`config.mk`:
```
export PLATFORM = sky130hd
export DESIGN_NAME = ysyx_22050019_ifu
export DESIGN_NICKNAME = d
export VERILOG_FILES = /design/src/rtl/ysyx_22050019_pkg.sv /design/src/rtl/ysyx_22050019_ifu_pc.sv /design/src/rtl/ysyx_22050019_ifu.sv
export SDC_FILE = /design/constraint.sdc
export NUM_CORES = 1
export LEC_CHECK = 0
export ABC_AREA = 1
export BUFFER_PORTS_ARGS = -buffer_cell sky130_fd_sc_hd__buf_2
export CAP_MARGIN = 20
export CORE_MARGIN = 4
export CORE_UTILIZATION = 30
export DETAILED_ROUTE_END_ITERATION = 10
export GPL_ROUTABILITY_DRIVEN = 0
export MAX_ROUTING_LAYER = met4
export PLACE_DENSITY = 0.64
export SYNTH_ARGS = -nofsm -noshare
export SYNTH_HDL_FRONTEND = slang
export SYNTH_SLANG_ARGS = --single-unit
export TNS_END_PERCENT = 1
```
`constraint.sdc`:
```
create_clock -name clk -period 4.2 [get_ports clk]
set_input_delay 0.84 -clock clk [delete_from_list [all_inputs] [get_ports clk]]
set_output_delay 0.84 -clock clk [all_outputs]
set_load 0.01 [all_outputs]
```
`src/rtl/ysyx_22050019_pkg.sv`:
```
// Shared definitions for the npc instruction fetch unit: widths, reset PC and fetch FSM states.
package ysyx_22050019_pkg;

    localparam int unsigned IFU_ADDR_W = 32;
    localparam int unsigned IFU_INST_W = 32;
    localparam logic [31:0] IFU_RESET_PC = 32'h8000_0000;

    typedef enum logic [1:0] {
        StIdle,
        StReq,
        StWait,
        StHold
    } fetch_state_e;

endpackage

```
`src/rtl/ysyx_22050019_ifu_pc.sv`:
```
// Architectural PC register: redirect target takes priority over the sequential +4 advance.
module ysyx_22050019_ifu_pc
    import ysyx_22050019_pkg::*;
#(
    parameter int unsigned       ADDR_W   = IFU_ADDR_W,
    parameter logic [ADDR_W-1:0] RESET_PC = IFU_RESET_PC
) (
    input  logic              clk,
    input  logic              rst,
    input  logic              redirect_valid_i,
    input  logic [ADDR_W-1:0] redirect_pc_i,
    input  logic              advance_i,
    input  logic [ADDR_W-1:0] advance_base_i,
    output logic [ADDR_W-1:0] pc_o
);

    logic [ADDR_W-1:0] pc_d, pc_q;

    always_comb begin
        pc_d = pc_q;
        if (redirect_valid_i) begin
            pc_d = redirect_pc_i;
        end else if (advance_i) begin
            pc_d = advance_base_i + ADDR_W'(4);
        end
    end

    always_ff @(posedge clk or posedge rst) begin
        if (rst) begin
            pc_q <= RESET_PC;
        end else begin
            pc_q <= pc_d;
        end
    end

    assign pc_o = pc_q;

endmodule

```
`src/rtl/ysyx_22050019_ifu.sv`:
```
// Instruction fetch unit: one outstanding memory read, fetched word held until decode takes it.
module ysyx_22050019_ifu
    import ysyx_22050019_pkg::*;
#(
    parameter int unsigned       ADDR_W   = IFU_ADDR_W,
    parameter int unsigned       DATA_W   = IFU_INST_W,
    parameter logic [ADDR_W-1:0] RESET_PC = IFU_RESET_PC
) (
    input  logic              clk,
    input  logic              rst,
    input  logic              redirect_valid_i,
    input  logic [ADDR_W-1:0] redirect_pc_i,
    output logic              req_valid_o,
    input  logic              req_ready_i,
    output logic [ADDR_W-1:0] req_addr_o,
    input  logic              rsp_valid_i,
    output logic              rsp_ready_o,
    input  logic [DATA_W-1:0] rsp_data_i,
    input  logic              rsp_err_i,
    output logic              inst_valid_o,
    input  logic              inst_ready_i,
    output logic [DATA_W-1:0] inst_o,
    output logic [ADDR_W-1:0] inst_pc_o,
    output logic              inst_fault_o
);

    fetch_state_e      state_q;
    logic [ADDR_W-1:0] addr_q, inst_pc_q, pc;
    logic [DATA_W-1:0] inst_q;
    logic              fault_q, kill_q;
    logic              aligned, advance;

    assign aligned = (addr_q[1:0] == 2'b00);
    assign advance = (state_q == StWait) && rsp_valid_i && !kill_q && !redirect_valid_i;

    ysyx_22050019_ifu_pc #(
        .ADDR_W  (ADDR_W),
        .RESET_PC(RESET_PC)
    ) u_pc (
        .clk             (clk),
        .rst             (rst),
        .redirect_valid_i(redirect_valid_i),
        .redirect_pc_i   (redirect_pc_i),
        .advance_i       (advance),
        .advance_base_i  (addr_q),
        .pc_o            (pc)
    );

    always_ff @(posedge clk or posedge rst) begin
        if (rst) begin
            state_q   <= StIdle;
            addr_q    <= RESET_PC;
            inst_q    <= '0;
            inst_pc_q <= '0;
            fault_q   <= 1'b0;
            kill_q    <= 1'b0;
        end else begin
            unique case (state_q)
                StIdle: begin
                    state_q <= StReq;
                    addr_q  <= redirect_valid_i ? redirect_pc_i : pc;
                end
                StReq: begin
                    if (!aligned) begin
                        if (redirect_valid_i) begin
                            addr_q <= redirect_pc_i;
                        end else begin
                            state_q   <= StHold;
                            inst_q    <= '0;
                            fault_q   <= 1'b1;
                            inst_pc_q <= addr_q;
                        end
                    end else begin
                        // addr_q must stay frozen while the request is offered
                        if (redirect_valid_i) kill_q <= 1'b1;
                        if (req_ready_i) state_q <= StWait;
                    end
                end
                StWait: begin
                    if (rsp_valid_i) begin
                        if (kill_q || redirect_valid_i) begin
                            kill_q  <= 1'b0;
                            addr_q  <= redirect_valid_i ? redirect_pc_i : pc;
                            state_q <= StReq;
                        end else begin
                            inst_q    <= rsp_err_i ? '0 : rsp_data_i;
                            fault_q   <= rsp_err_i;
                            inst_pc_q <= addr_q;
                            state_q   <= StHold;
                        end
                    end else if (redirect_valid_i) begin
                        kill_q <= 1'b1;
                    end
                end
                StHold: begin
                    if (redirect_valid_i) begin
                        state_q <= StReq;
                        addr_q  <= redirect_pc_i;
                    end else if (inst_ready_i) begin
                        state_q <= StReq;
                        addr_q  <= pc;
                    end
                end
                default: state_q <= StIdle;
            endcase
        end
    end

    assign req_valid_o  = (state_q == StReq) && aligned;
    assign req_addr_o   = addr_q;
    assign rsp_ready_o  = (state_q == StWait);
    // Wrong-path instruction is suppressed in the same cycle the redirect arrives
    assign inst_valid_o = (state_q == StHold) && !redirect_valid_i;
    assign inst_o       = inst_q;
    assign inst_pc_o    = inst_pc_q;
    assign inst_fault_o = fault_q;

endmodule

```
==> qor.yml <==
status: "finished, final reports clean"
initial_core_util_pct: 30.7
met2_usage_pct: 23.9
gr-total-overflow: 0
cp_data_arrival_time_ns: 1.74
max_cap_violations: 0
die_w_um: 155
avgViaCountPerCell: 4.56
synth.avg_cell_area_um2: 7.90
detailedRoute.firstPassIterationCount: 5
cts_tree: "built"
io_pins: 171
post-dp-hpwl_mm: 13.3
ys_warn_count: 0
synthCells: 823
drc_errors_left: 0
setup.worst_path.end_class: "output port"
detailroute.via_count: 5805
yosys.cell_types.count: 31
worst-setup-path-type: "input pin to output port"
routed_wire_length_per_instance_um: 14.6
cp.required_ns: 3.36
ys.flop_type: "sky130_fd_sc_hd__dfrtp_1"
period_minus_slack_ns: 2.58
grtUsageTotal_pct: 16.4
area_delta_synth_final_pct: 24.2
cts_sinks: 132
port_buffers: 170
synth-async-reset-ratio_pct: 100
detail-route-antenna-nets: 0
period_share_pct: 61.4
number_of_global_route_vias_before_repair: 5669
tightest_slew_ns: 0.829
final_max_slew_viol_count: 0
max_freq_mhz: 388
fp-row-count: 53
initial_antenna_violation_count: 2
hold_buffers: 0
cts-buffers-inserted: 17
finalHoldViolCount: 0
layout.nets: 1061
timing.critical_path.fanout_max: 37
place.detailed.instances: 1242
grt.busiest_layer: "met2"
syn_area_um2: 6500
final_util_pct: 38.2
core_region_area_um2: 21200
grt_pass1_wl_mm: 30.4
pwr_density_cell_nw_per_um2: 699
critical_path.startpoint_type: "input pin"
final_setup_fails: 0
finalClockSkew_ns: 0.00937
total_leakage_power_uw: 0.00427
path_category_of_the_worst_min_delay_check: "flip-flop to flip-flop"
met3_usage_pct: 4.76
layout_cells_sized_above_1_pct: 22.6
postSynthRegisterBits: 132
root_buffer: "sky130_fd_sc_hd__clkbuf_16"
max-vdd-ir-drop_v: 0.000240
postRouteWirelength_mm: 18.6
final-instance-count-excl-fill: 1274
slew_headroom_pct: 44.7
drt_first_iter_violations: 474
ctsLongestPathBuffers: 2
p_total_uw: 5640
post_cts.resized_instances: 0
setup_tns_final_ns: 0
grt_start_max_net_pins: 133
cts.clk_slew.worst_paths_ns: 0.05
synth.net_count: 898
rsz0062_at_grt: "false"
worst_skew_pair.late_latency_ns: 0.42
ys_seq_area_share_pct: 50.8
die_outline_height_um: 155
cts_htree_levels: 4
post-cts-setup-buffer-count: 0
grt_use_met1_pct: 21.4
die_area_um2: 24100
synth_enable_flop_cells: 0
==> through the flow <==
stage / area (um2) / worst slack [ns] / hold WS [ns]
floorplan: 6500 / 1.72 / 0.465
global placement: 7540 / 1.31 / 0.452
detailed placement: 7540 / 1.24 / 0.457
CTS: 8070 / 1.60 / 0.471
global route: 8070 / 1.47 / 0.497
finish: 8070 / 1.62 / 0.465
==> Yosys cell counts, types with 2 or more instances <==
cell	number	area [um2]
sky130_fd_sc_hd__o221ai_1	5	43.8
sky130_fd_sc_hd__o21bai_1	8	60.1
sky130_fd_sc_hd__inv_2	4	15.0
sky130_fd_sc_hd__o21ai_0	57	285
sky130_fd_sc_hd__ha_1	4	50.1
sky130_fd_sc_hd__mux2i_1	25	250
sky130_fd_sc_hd__nand2_2	6	37.5
sky130_fd_sc_hd__o21ai_1	17	85.1
sky130_fd_sc_hd__and2_1	3	18.8
sky130_fd_sc_hd__buf_6	7	78.8
sky130_fd_sc_hd__buf_2	9	45.0
sky130_fd_sc_hd__nor2_1	44	165
sky130_fd_sc_hd__buf_4	9	67.6
sky130_fd_sc_hd__inv_4	2	12.5
sky130_fd_sc_hd__clkinv_1	4	15.0
sky130_fd_sc_hd__xor2_1	3	26.3
sky130_fd_sc_hd__dfrtp_1	130	3250
sky130_fd_sc_hd__nor2_2	5	31.3
sky130_fd_sc_hd__clkbuf_1	5	18.8
sky130_fd_sc_hd__nand2_1	361	1360
sky130_fd_sc_hd__dfstp_2	2	52.6
sky130_fd_sc_hd__nand3_1	49	245
sky130_fd_sc_hd__inv_1	56	210
==> report_power, final <==
group | switching (uW) | total [uW] | internal, uW
clock | 533 | 1370 | 833
sequential | 451 | 2160 | 1710
combinational | 1380 | 2120 | 743
total | 2360 | 5640 | 3280
==> cell families after synthesis <==
logic type,after synthesis,share of synthesized area [%]
xor+xnor,3,0.404
compound gates,91,7.87
buf+inv,97,7.18
mux,25,3.85
flops,132,50.8
fa+ha+maj,4,0.770
simple gates,471,29.1
==> per-layer routing <==
metal / routed length [um] / part of all wire [%] / up-vias
met5: 0 / 0 / -
met4: 473 / 2.5 / 0
met2: 8280 / 44 / 185
met1: 8390 / 45 / 2660
met3: 1460 / 7.8 / 30
li1: - / - / 2930
==> worst max-delay path: stages <==
cell and delay (ns):
sky130_fd_sc_hd__buf_2 0.62, sky130_fd_sc_hd__nor2_1 0.10, sky130_fd_sc_hd__buf_2 0.17
==> layout make-up <==
class,count,area (um2)
timing repair buffer,175,901
fill,2193,13100
tap,275,344
inverter,66,256
multi-input combinational,594,2730
sequential,132,3310
clock inverter,6,55.1
antenna,2,5.00
clock buffer,24,472
==> placed cells by master (no fill, tap or decap), types with 17 or more instances in the layout <==
cell,synthesis,final
sky130_fd_sc_hd__nand2_1,361,361
sky130_fd_sc_hd__o21ai_0,57,57
sky130_fd_sc_hd__clkbuf_16,0,17
sky130_fd_sc_hd__dfrtp_1,130,130
sky130_fd_sc_hd__buf_2,9,170
sky130_fd_sc_hd__nor2_1,44,44
sky130_fd_sc_hd__nand3_1,49,49
sky130_fd_sc_hd__inv_1,56,55
sky130_fd_sc_hd__o21ai_1,17,17
sky130_fd_sc_hd__mux2i_1,25,25
==> sequential cells by signal (all words and copies together), names as in the netlist <==
signal / count
kill_q: 1
inst_pc_o: 32
inst_fault_o: 1
inst_o: 32
req_addr_o: 32
state_q: 2
u_pc.pc_o: 32
==> final timing paths <==
check | slack (ns) | start | depth (start not counted) | to
max | 1.62 | redirect_valid_i | 3 | inst_valid_o
min | 0.47 | inst_pc_o[10]$_DFFE_PP0P_ | 2 | inst_pc_o[10]$_DFFE_PP0P_
max reg2reg | 1.90 | state_q[0]$_DFFE_PP0P_ | 9 | inst_o[30]$_DFFE_PP0P_
min reg2reg | 0.47 | inst_pc_o[10]$_DFFE_PP0P_ | 2 | inst_pc_o[10]$_DFFE_PP0P_
max in group asynchronous | 3.01 | rst | 3 | inst_pc_o[25]$_DFFE_PP0P_
min in group asynchronous | 0.60 | rst | 3 | inst_o[13]$_DFFE_PP0P_
Note: power is estimated with default switching activity, not from simulation.
